===== src/rtl/l2_home_if.sv =====
// Packed two-client L1.5 <-> L2 message bus, plus the shared field widths and message/MESI encodings.
// Client k occupies slice [k*W +: W] of every bus.
`ifndef L2_HOME_DEFS
`define L2_HOME_DEFS
`define MSG_WIDTH        4
`define TAG_WIDTH        4
`define DATA_WIDTH       8
`define MESI_WIDTH       2
`define MSG_EMPTY        4'd0
`define MSG_LOAD_REQ     4'd1
`define MSG_STORE_REQ    4'd2
`define MSG_WB_REQ       4'd3
`define MSG_DATA_ACK     4'd4
`define MSG_NODATA_ACK   4'd5
`define MSG_INV_FWD      4'd6
`define MSG_LOAD_FWD     4'd7
`define MSG_STORE_FWD    4'd8
`define MSG_INV_FWDACK   4'd9
`define MSG_LOAD_FWDACK  4'd10
`define MSG_STORE_FWDACK 4'd11
`define MESI_I           2'd0
`define MESI_S           2'd1
`define MESI_E           2'd2
`define MESI_M           2'd3
`endif

interface l2_home_if;
    logic [2*`MSG_WIDTH-1:0]  msg1_type;
    logic [2*`TAG_WIDTH-1:0]  msg1_tag;
    logic [2*`DATA_WIDTH-1:0] msg1_data;
    logic [2*`MSG_WIDTH-1:0]  msg3_type;
    logic [2*`DATA_WIDTH-1:0] msg3_data;
    logic [2*`MSG_WIDTH-1:0]  msg2_type;
    logic [2*`TAG_WIDTH-1:0]  msg2_tag;
    logic [2*`DATA_WIDTH-1:0] msg2_data;
    logic [2*`MESI_WIDTH-1:0] mesi_send;

    modport slave (
        input  msg1_type, msg1_tag, msg1_data, msg3_type, msg3_data,
        output msg2_type, msg2_tag, msg2_data, mesi_send
    );

    modport master (
        output msg1_type, msg1_tag, msg1_data, msg3_type, msg3_data,
        input  msg2_type, msg2_tag, msg2_data, mesi_send
    );
endinterface


===== src/rtl/l2_home.sv =====
// L2 home node with full-map directory for two L1.5 clients; serialises one transaction at a time.
// Optional L2_EXCL_GRANT_EN: a load to an uncached line is granted MESI_E instead of MESI_S.
module l2_home #(
    parameter int MEM_DEPTH = (1 << `TAG_WIDTH),
    parameter bit RR_INIT   = 1'b0
) (
    input  logic     clk,
    input  logic     rst,
    l2_home_if.slave bus_io
);
    localparam int MW = `MSG_WIDTH;
    localparam int TW = `TAG_WIDTH;
    localparam int DW = `DATA_WIDTH;
    localparam int EW = `MESI_WIDTH;

    typedef enum logic [2:0] {
        ST_IDLE, ST_WB, ST_GRANT, ST_FWD_SEND, ST_FWD_WAIT, ST_FWD_ACK, ST_HOLD
    } state_e;

    typedef enum logic [1:0] {DIR_I, DIR_S, DIR_EXCL} dir_e;

    function automatic logic [1:0] oneHot(input logic k);
        return k ? 2'b10 : 2'b01;
    endfunction

    state_e          state_q, state_d, holdNext_q, holdNext_d;
    logic            rr_q, rr_d;
    logic            reqK_q, reqK_d, reqStore_q, reqStore_d;
    logic [TW-1:0]   reqTag_q, reqTag_d;
    logic [DW-1:0]   reqData_q, reqData_d;
    logic [MW-1:0]   fwdMsg_q, fwdMsg_d, fwdAck_q, fwdAck_d;

    logic [DW-1:0]   mem_q   [MEM_DEPTH];
    dir_e            dirSt_q [MEM_DEPTH];
    logic [1:0]      sh_q    [MEM_DEPTH];
    logic [TW-1:0]   curTag_q [2];
    logic [1:0]      curVld_q;

    logic [2*MW-1:0] msg2Type_q;
    logic [2*TW-1:0] msg2Tag_q;
    logic [2*DW-1:0] msg2Data_q;
    logic [2*EW-1:0] mesi_q;
    logic [MW-1:0]   msg2Type_d [2];
    logic [TW-1:0]   msg2Tag_d  [2];
    logic [DW-1:0]   msg2Data_d [2];
    logic [EW-1:0]   mesi_d     [2];

    logic            memWe, dirWe, curWe, curK, curVldWr;
    logic [TW-1:0]   memAddr, dirAddr, curTagWr;
    logic [DW-1:0]   memWdata;
    dir_e            dirStWr;
    logic [1:0]      shWr;

    logic            selK, selStore, kOther;
    logic [TW-1:0]   selTag, evictTag;
    dir_e            selSt;
    logic [1:0]      selSh;

    logic [MW-1:0]   m1Type [2];
    logic [TW-1:0]   m1Tag  [2];
    logic [DW-1:0]   m1Data [2];
    logic [MW-1:0]   m3Type [2];
    logic [DW-1:0]   m3Data [2];

    for (genvar g = 0; g < 2; g++) begin : g_unpack
        assign m1Type[g] = bus_io.msg1_type[g*MW +: MW];
        assign m1Tag[g]  = bus_io.msg1_tag[g*TW +: TW];
        assign m1Data[g] = bus_io.msg1_data[g*DW +: DW];
        assign m3Type[g] = bus_io.msg3_type[g*MW +: MW];
        assign m3Data[g] = bus_io.msg3_data[g*DW +: DW];
    end

    assign bus_io.msg2_type = msg2Type_q;
    assign bus_io.msg2_tag  = msg2Tag_q;
    assign bus_io.msg2_data = msg2Data_q;
    assign bus_io.mesi_send = mesi_q;

    // Next state, next outputs, and at most one memory / directory / per-client write per cycle.
    always_comb begin
        state_d    = state_q;
        holdNext_d = holdNext_q;
        rr_d       = rr_q;
        reqK_d     = reqK_q;
        reqTag_d   = reqTag_q;
        reqStore_d = reqStore_q;
        reqData_d  = reqData_q;
        fwdMsg_d   = fwdMsg_q;
        fwdAck_d   = fwdAck_q;
        for (int k = 0; k < 2; k++) begin
            msg2Type_d[k] = `MSG_EMPTY;
            msg2Tag_d[k]  = '0;
            msg2Data_d[k] = '0;
            mesi_d[k]     = `MESI_I;
        end
        memWe    = 1'b0;
        memAddr  = reqTag_q;
        memWdata = reqData_q;
        dirWe    = 1'b0;
        dirAddr  = reqTag_q;
        dirStWr  = DIR_I;
        shWr     = 2'b00;
        curWe    = 1'b0;
        curK     = reqK_q;
        curTagWr = reqTag_q;
        curVldWr = 1'b0;
        selK     = rr_q;
        selTag   = '0;
        selStore = 1'b0;
        selSt    = DIR_I;
        selSh    = 2'b00;
        evictTag = '0;
        kOther   = ~reqK_q;

        case (state_q)
            ST_IDLE: begin
                if (m3Type[0] == `MSG_WB_REQ || m3Type[1] == `MSG_WB_REQ) begin
                    reqK_d  = (m3Type[0] != `MSG_WB_REQ);
                    state_d = ST_WB;
                end else if (m1Type[0] != `MSG_EMPTY || m1Type[1] != `MSG_EMPTY) begin
                    if (m1Type[0] == `MSG_EMPTY) begin
                        selK = 1'b1;
                    end else if (m1Type[1] == `MSG_EMPTY) begin
                        selK = 1'b0;
                    end
                    selTag     = m1Tag[selK];
                    selStore   = (m1Type[selK] == `MSG_STORE_REQ);
                    selSt      = dirSt_q[selTag];
                    selSh      = sh_q[selTag];
                    reqK_d     = selK;
                    reqTag_d   = selTag;
                    reqStore_d = selStore;
                    reqData_d  = m1Data[selK];
                    // Requester moved to a new line: silently drop it from the old entry.
                    evictTag   = curTag_q[selK];
                    if (curVld_q[selK] && evictTag != selTag) begin
                        dirWe   = 1'b1;
                        dirAddr = evictTag;
                        shWr    = sh_q[evictTag] & ~oneHot(selK);
                        dirStWr = (shWr == 2'b00) ? DIR_I : dirSt_q[evictTag];
                    end
                    if (selSh[~selK] && selSt == DIR_EXCL) begin
                        fwdMsg_d = selStore ? `MSG_STORE_FWD : `MSG_LOAD_FWD;
                        fwdAck_d = selStore ? `MSG_STORE_FWDACK : `MSG_LOAD_FWDACK;
                        state_d  = ST_FWD_SEND;
                    end else if (selSh[~selK] && selSt == DIR_S && selStore) begin
                        fwdMsg_d = `MSG_INV_FWD;
                        fwdAck_d = `MSG_INV_FWDACK;
                        state_d  = ST_FWD_SEND;
                    end else begin
                        state_d  = ST_GRANT;
                    end
                end
            end
            ST_WB: begin
                memWe              = 1'b1;
                memAddr            = curTag_q[reqK_q];
                memWdata           = m3Data[reqK_q];
                dirWe              = 1'b1;
                dirAddr            = curTag_q[reqK_q];
                dirStWr            = DIR_I;
                shWr               = sh_q[curTag_q[reqK_q]] & ~oneHot(reqK_q);
                curWe              = 1'b1;
                curTagWr           = curTag_q[reqK_q];
                curVldWr           = 1'b0;
                msg2Type_d[reqK_q] = `MSG_NODATA_ACK;
                holdNext_d         = ST_IDLE;
                state_d            = ST_HOLD;
            end
            ST_FWD_SEND: begin
                msg2Type_d[kOther] = fwdMsg_q;
                state_d            = ST_FWD_WAIT;
            end
            ST_FWD_WAIT: begin
                if (m3Type[kOther] == fwdAck_q) begin
                    state_d = ST_FWD_ACK;
                end
            end
            ST_FWD_ACK: begin
                dirWe    = 1'b1;
                memWdata = m3Data[kOther];
                if (fwdMsg_q == `MSG_LOAD_FWD) begin
                    memWe   = 1'b1;
                    dirStWr = DIR_S;
                    shWr    = oneHot(kOther);
                end else if (fwdMsg_q == `MSG_STORE_FWD) begin
                    memWe   = 1'b1;
                    dirStWr = DIR_I;
                    shWr    = 2'b00;
                end else begin
                    shWr    = sh_q[reqTag_q] & ~oneHot(kOther);
                    dirStWr = (shWr == 2'b00) ? DIR_I : DIR_S;
                end
                msg2Type_d[kOther] = `MSG_NODATA_ACK;
                holdNext_d         = ST_GRANT;
                state_d            = ST_HOLD;
            end
            ST_GRANT: begin
                msg2Type_d[reqK_q] = `MSG_DATA_ACK;
                msg2Tag_d[reqK_q]  = reqTag_q;
                dirWe              = 1'b1;
                curWe              = 1'b1;
                curVldWr           = 1'b1;
                rr_d               = ~rr_q;
                holdNext_d         = ST_IDLE;
                state_d            = ST_HOLD;
                if (reqStore_q) begin
                    memWe              = 1'b1;
                    msg2Data_d[reqK_q] = reqData_q;
                    mesi_d[reqK_q]     = `MESI_M;
                    dirStWr            = DIR_EXCL;
                    shWr               = oneHot(reqK_q);
                end else if (dirSt_q[reqTag_q] == DIR_S) begin
                    msg2Data_d[reqK_q] = mem_q[reqTag_q];
                    mesi_d[reqK_q]     = `MESI_S;
                    dirStWr            = DIR_S;
                    shWr               = sh_q[reqTag_q] | oneHot(reqK_q);
                end else begin
                    msg2Data_d[reqK_q] = mem_q[reqTag_q];
                    shWr               = oneHot(reqK_q);
`ifdef L2_EXCL_GRANT_EN
                    mesi_d[reqK_q]     = `MESI_E;
                    dirStWr            = DIR_EXCL;
`else
                    mesi_d[reqK_q]     = `MESI_S;
                    dirStWr            = DIR_S;
`endif
                end
            end
            ST_HOLD: begin
                state_d = holdNext_q;
            end
            default: begin
                state_d = ST_IDLE;
            end
        endcase
    end

    // State, directory, backing store and registered outputs; reset clears everything.
    always_ff @(posedge clk) begin
        if (rst) begin
            state_q     <= ST_IDLE;
            holdNext_q  <= ST_IDLE;
            rr_q        <= RR_INIT;
            reqK_q      <= 1'b0;
            reqTag_q    <= '0;
            reqStore_q  <= 1'b0;
            reqData_q   <= '0;
            fwdMsg_q    <= `MSG_EMPTY;
            fwdAck_q    <= `MSG_EMPTY;
            curTag_q[0] <= '0;
            curTag_q[1] <= '0;
            curVld_q    <= 2'b00;
            msg2Type_q  <= '0;
            msg2Tag_q   <= '0;
            msg2Data_q  <= '0;
            mesi_q      <= '0;
            for (int i = 0; i < MEM_DEPTH; i++) begin
                mem_q[i]   <= '0;
                dirSt_q[i] <= DIR_I;
                sh_q[i]    <= 2'b00;
            end
        end else begin
            state_q    <= state_d;
            holdNext_q <= holdNext_d;
            rr_q       <= rr_d;
            reqK_q     <= reqK_d;
            reqTag_q   <= reqTag_d;
            reqStore_q <= reqStore_d;
            reqData_q  <= reqData_d;
            fwdMsg_q   <= fwdMsg_d;
            fwdAck_q   <= fwdAck_d;
            msg2Type_q <= {msg2Type_d[1], msg2Type_d[0]};
            msg2Tag_q  <= {msg2Tag_d[1], msg2Tag_d[0]};
            msg2Data_q <= {msg2Data_d[1], msg2Data_d[0]};
            mesi_q     <= {mesi_d[1], mesi_d[0]};
            if (memWe) begin
                mem_q[memAddr] <= memWdata;
            end
            if (dirWe) begin
                dirSt_q[dirAddr] <= dirStWr;
                sh_q[dirAddr]    <= shWr;
            end
            if (curWe) begin
                curTag_q[curK] <= curTagWr;
                curVld_q[curK] <= curVldWr;
            end
        end
    end
endmodule

===== src/flat_wrapper.sv =====
// flat-port wrapper written by rule: the top's interface ports become plain ports
module l2_home_flat 
#(
    parameter int MEM_DEPTH = (1 << `TAG_WIDTH),
    parameter bit RR_INIT   = 1'b0
)
  (clk, rst, bus_io_msg1_type, bus_io_msg1_tag, bus_io_msg1_data, bus_io_msg3_type, bus_io_msg3_data, bus_io_msg2_type, bus_io_msg2_tag, bus_io_msg2_data, bus_io_mesi_send);
  l2_home_if bus_io_i ();
  input  logic clk;
  input  logic rst;
  input wire logic [$bits(bus_io_i.msg1_type)-1:0] bus_io_msg1_type;
  input wire logic [$bits(bus_io_i.msg1_tag)-1:0] bus_io_msg1_tag;
  input wire logic [$bits(bus_io_i.msg1_data)-1:0] bus_io_msg1_data;
  input wire logic [$bits(bus_io_i.msg3_type)-1:0] bus_io_msg3_type;
  input wire logic [$bits(bus_io_i.msg3_data)-1:0] bus_io_msg3_data;
  output wire logic [$bits(bus_io_i.msg2_type)-1:0] bus_io_msg2_type;
  output wire logic [$bits(bus_io_i.msg2_tag)-1:0] bus_io_msg2_tag;
  output wire logic [$bits(bus_io_i.msg2_data)-1:0] bus_io_msg2_data;
  output wire logic [$bits(bus_io_i.mesi_send)-1:0] bus_io_mesi_send;
  assign bus_io_i.msg1_type = bus_io_msg1_type;
  assign bus_io_i.msg1_tag = bus_io_msg1_tag;
  assign bus_io_i.msg1_data = bus_io_msg1_data;
  assign bus_io_i.msg3_type = bus_io_msg3_type;
  assign bus_io_i.msg3_data = bus_io_msg3_data;
  assign bus_io_msg2_type = bus_io_i.msg2_type;
  assign bus_io_msg2_tag = bus_io_i.msg2_tag;
  assign bus_io_msg2_data = bus_io_i.msg2_data;
  assign bus_io_mesi_send = bus_io_i.mesi_send;
  l2_home #(.MEM_DEPTH(MEM_DEPTH), .RR_INIT(RR_INIT)) u_core (.clk(clk), .rst(rst), .bus_io(bus_io_i));
endmodule

===== config.mk =====
export PLATFORM = sky130hd
export DESIGN_NAME = l2_home_flat
export DESIGN_NICKNAME = d
export VERILOG_FILES = /design/src/rtl/l2_home_if.sv /design/src/rtl/l2_home.sv /design/src/flat_wrapper.sv
export SDC_FILE = /design/constraint.sdc
export NUM_CORES = 1
export LEC_CHECK = 0
export CAP_MARGIN = 15
export CELL_PAD_IN_SITES_DETAIL_PLACEMENT = 1
export CELL_PAD_IN_SITES_GLOBAL_PLACEMENT = 2
export CORE_MARGIN = 5
export CORE_UTILIZATION = 39
export DETAILED_ROUTE_END_ITERATION = 10
export GPL_TIMING_DRIVEN = 0
export PLACE_DENSITY_LB_ADDON = 0.1
export SYNTH_ARGS = -nofsm -noshare
export SYNTH_HDL_FRONTEND = slang
export SYNTH_SLANG_ARGS = --single-unit

===== constraint.sdc =====
create_clock -name clk -period 8.36 [get_ports clk]
set_input_delay 2.508 -clock clk [delete_from_list [all_inputs] [get_ports clk]]
set_output_delay 2.508 -clock clk [all_outputs]
set_load 0.05 [all_outputs]

Word level (Yosys, flattened, before mapping)
Memory sizes are Yosys's and may differ from the RTL's. A register that Yosys moved wholly into a read port is not among the register bits. Index checks and enable logic that the tools add are counted.

Bits in writable memories: 200. Register bits after elaboration: 67. Memories kept: 4.

Reduce and logical (&&, ||, !) cells: 31. Bitwise gates (word level): 20. Magnitude comparators: 9. Muxes and demuxes: 122. Equality and inequality tests: 19.

Memories: u_core.mem_q (words 16, width 8, rd ports 1, clocked after memory_dff 1, wr ports 16, RTL line l2_home.sv:33) `logic [DW-1:0] mem_q [MEM_DEPTH];`; u_core.dirSt_q (words 16, width 2, rd ports 3, clocked after memory_dff 1, wr ports 16, RTL line l2_home.sv:34) `dir_e dirSt_q [MEM_DEPTH];`; u_core.sh_q (words 16, width 2, rd ports 4, clocked after memory_dff 1, wr ports 16, RTL line l2_home.sv:35) `logic [1:0] sh_q [MEM_DEPTH];`; u_core.curTag_q (words 2, width 4, rd ports 2, clocked after memory_dff 1, wr ports 2, RTL line l2_home.sv:36) `logic [TW-1:0] curTag_q [2];`.

Operators with widths (number): $mux W4 (30); $mux W8 (11); $mux W1 (41); $mux W2 (20); $and A16 B16 Y16 (2); $pmux W8 S4 (1); $and A8 B8 Y8 (2); $mux W16 (1); $pmux W8 S2 (1); $pmux W3 S5 (1); $eq A4 B2 Y1 const B (3); $mux W3 (4); $eq A3 B3 Y1 const B (3); $demux W4 S1 (2); $demux W8 S1 (1); $logic_not A4 Y1 (2); $pmux W2 S4 (1); $pmux W4 S2 (1); $reduce_bool A4 Y1 (2); $reduce_or A2 Y1 (4); $reduce_or A8 Y1 (1); $logic_and A1 B1 Y1 (7); $and A2 B2 Y2 (3); $eq A3 B2 Y1 const B (2); 34 further kinds (55).

Longest topological paths before layout
Depth in word-level cells: 21. Gate-level depth with buffers: 13. Depth with buffers taken out: 9.

Worst setup path after synthesis
OpenSTA, ideal clock, no wires.

Kind: input port to flip-flop. From: input bus_io_msg1_type[2]. To: memory u_core.dirSt_q[0][0] in the netlist's numbering (enable). Setup time: 361 ps. Slack: 2646 ps. Path buffers: 5. Cell stages on the path: 12. Arrival: 5352 ps. Cells stage by stage: or4_1 buf_2 nand2_2 mux2i_1 buf_4 buf_2 mux2_2 nand2_1 or3b_1 clkbuf_1 clkbuf_1 o21ai_0.

RTL lines: start, declared (RTL line flat_wrapper.sv:11) `input wire logic [$bits(bus_io_i.msg1_type)-1:0] bus_io_msg1_type;`; end, declared (RTL line l2_home.sv:34).

==> impl_results.md <==
- Die height: 198.8 um
- Via total after detailed routing: 10.84k
- Number of max-cap violations: 0
- Final setup fails: 0
- Share of the synthesized area in the top cell type: 0.4318
- Detailed Route Iter0 Violations: 879
- Clock Root Buffer: clkbuf_16
- Post-Route WL: 46.99 mm
- Fill cells: 3868
- Top cells by area, synth: edfxtp_1 43%, dfxtp_1 9.8%, mux4_2 9.2%
- DR DRC count: 0
- Crit start category: input port
- Fin crit share: 0.8618
- Setup CP Type: input port to flip-flop
- Final Hold Fails: 0
- IO Pins: 94
- Slew @ Worst Pin: 1.083 ns
- Initial antenna violation count: 0
- Synth warn: 0
- CTS buffer count: 30
- RSZ-0062 raised after global routing: no
- Yosys cell types: 74
- Post-cts repair resize count: 0
- Cell Rows: 69
- Final core utilization: 0.4634
- Sequential share of the synthesized area: 0.5297
- Fmax: 138.8 MHz
- Setup tns final: 0 ns
- Cell count after synthesis: 1269
- Crit path DAT: 7.42 ns
- Worst-Skew Late Latency: 0.59 ns
- Area of the mapped netlist: 0.01391 mm^2
- Total gr overflow: 0
- Worst setup EP type: flip-flop
- Worst Clk Skew: 0.01561 ns
- Final GP Congestion: 0.8818
- Most frequent cells in the layout: 231 x nor2_1, 200 x edfxtp_1, 120 x nand2_1
- Syn_area_per_cell: 10.96 um^2
- Pins Over Slew Limit: 0
- Antenna Nets Post-Route: 0
- Most common cell after layout, fill and taps aside: nor2_1
- ANT cells: 0
- DR WL/cell: 25.02 um
- Synth-to-Final Area Change: 17.95%
- Crit path required time: 8.57 ns
- Pin count of the biggest net entering global routing: 17
- CTS tree: done
- Die area: 0.03954 mm^2
- Core area: 0.03540 mm^2
- Vias per inst: 5.773
- # port buffers: 92
- Net Count, Synth: 1327
- Slew headroom: 0.2721
- Die Width: 198.8 um
- Crit Path Max Fanout: 10
- Hold Crit Class: flip-flop to flip-flop
- Vias in the first global route: 11.02k
- Design area: 0.01640 mm^2
- Clk sinks: 268
- Asr flop ratio synth: 0
- Placed Area: 0.01541 mm^2
- First-pass GRT wire length: 70.68 mm
- Worst-path clk slew: 0.06 ns
- CP most frequent cell: clkbuf_1
- # nets final: 1452
- P per Cell Area: 303.0 mW/mm^2
- Detailed-placement wirelength estimate: 36.64 mm
- Initial Util: 0.3929
- GRT Total Usage: 0.2352
- Max stage delay on crit path: 0.74 ns
- Fin crit period: 7.205 ns
- Layout cell share with drive strength beyond 1: 0.09174
- VDD IR max: 0.1915 mV
- Pleak: 5.619 nW
- DRT Pass-1 Iters: 5
- CTS max path bufs: 3
- Post-CTS setup buffers: 0
- Status: finished, final reports clean
- #FFs+latches synth: 268
- H-tree Lvls: 1
- CP max-delay cell: a211oi_1
- Power Total: 4.971 mW
- Post-synth EDFFs: 200
- Ys flop type: edfxtp_1
- Post-synth top area cell: edfxtp_1
- CP Cell Sequence: clkdlybuf4s50_1 > o41a_1 > nor2_1 > clkbuf_1 > nor2_1 > a21oi_1 > clkbuf_1 > nor2b_1 > a211oi_1 > nand2_1 > clkbuf_1 > o21ai_0
- Cts hold-fix bufs: 0
[synthesized netlist by cell type, drive strengths merged, types with 9 or more instances]
cell type and n:
a211oi 32, and3 19, mux4 57, xor2 11, nor2 231, a31oi 10
nand3 14, dfxtp 68, o32ai 9, nor2b 11, clkbuf 76, o21ai 36
buf 19, inv 19, a311oi 12, nand2 122, nor3 47, mux2i 65
and2 45, edfxtp 200, a21oi 44
[routing by layer]
metal,wire (um),GRT usage,vias up
li1,-,-,4981
met1,22560,0.3578,5523
met2,21130,0.3698,294
met3,2653,0.02575,43
met4,651,0.04255,0
met5,0,0,-
[final timing paths]
kind	from	end	slack [ns]	cells past startpoint
setup / recovery	bus_io_msg1_type[7]	u_core.sh_q[3][1]	1.15	12
setup reg to reg	u_core.rr_q	u_core.sh_q[3][1]	3.46	10
hold / removal	u_core.fwdAck_q[3]	u_core.fwdAck_q[3]	0.46	2
hold reg to reg	u_core.fwdAck_q[3]	u_core.fwdAck_q[3]	0.46	2
[area by class of cell]
| class | instances | area, um^2 | share of cell area |
|---|---|---|---|
| clock buffers | 37 | 777.0 | 0.04737 |
| inverters | 19 | 71.32 | 0.004348 |
| plain buffers | 95 | 391.6 | 0.02387 |
| flip-flops and latches | 268 | 7367 | 0.4491 |
| multi-input cells | 887 | 6077 | 0.3705 |
| well taps | 461 | 576.8 | 0.03516 |
| clock inverters | 18 | 214.0 | 0.01304 |
| repair buffers | 93 | 928.4 | 0.05660 |
[state kept, by name, summed over array words and instances, names as in the netlist, named ones only]
name,count
u_core.reqStore_q,1
u_core.curK,1
u_core.reqTag_q,4
u_core.fwdAck_q,3
u_core.bus_io.msg2_type,8
u_core.mem_q,128
u_core.state_q,3
u_core.dirSt_q,32
u_core.curTag_q,8
u_core.bus_io.msg2_data,16
u_core.curVld_q,2
u_core.fwdMsg_q,3
u_core.bus_io.msg2_tag,8
u_core.reqData_q,8
u_core.sh_q,32
u_core.holdNext_q,1
u_core.rr_q,1
u_core.bus_io.mesi_send,4
[where the power goes]
part / switching (mW) / internal [mW]
combinational: 1.29 / 0.660
sequential: 0.121 / 1.56
clock: 0.559 / 0.783
[metrics by stage]
stage / hold WS, ns / instances / setup slack [ns]
finish: 0.4646 / 1878 / 1.155
global route: 0.4973 / 1878 / 0.9184
CTS: 0.4670 / 1878 / 1.244
detailed placement: 0.4573 / 1823 / 0.6631
global placement: 0.4514 / 1822 / 0.7632
floorplan: 0.4364 / 1269 / 2.646
[kinds of logic after synthesis]
logic type                share of synthesized area
buffers and inverters                       0.03329
DFF                                          0.5297
xor gates and xnor gates                   0.008187
muxes                                        0.1407
and+or+nand+nor                              0.1742
AOI/OAI and AO/OA                            0.1139
[critical path: cells and delay by family]
| family | cells | cell delay [ns] |
|---|---|---|
| simple gates | 4 | 0.86 |
| buf+inv | 4 | 1.77 |
| compound gates | 4 | 2.29 |
Note: power is estimated with default switching activity, not from simulation.
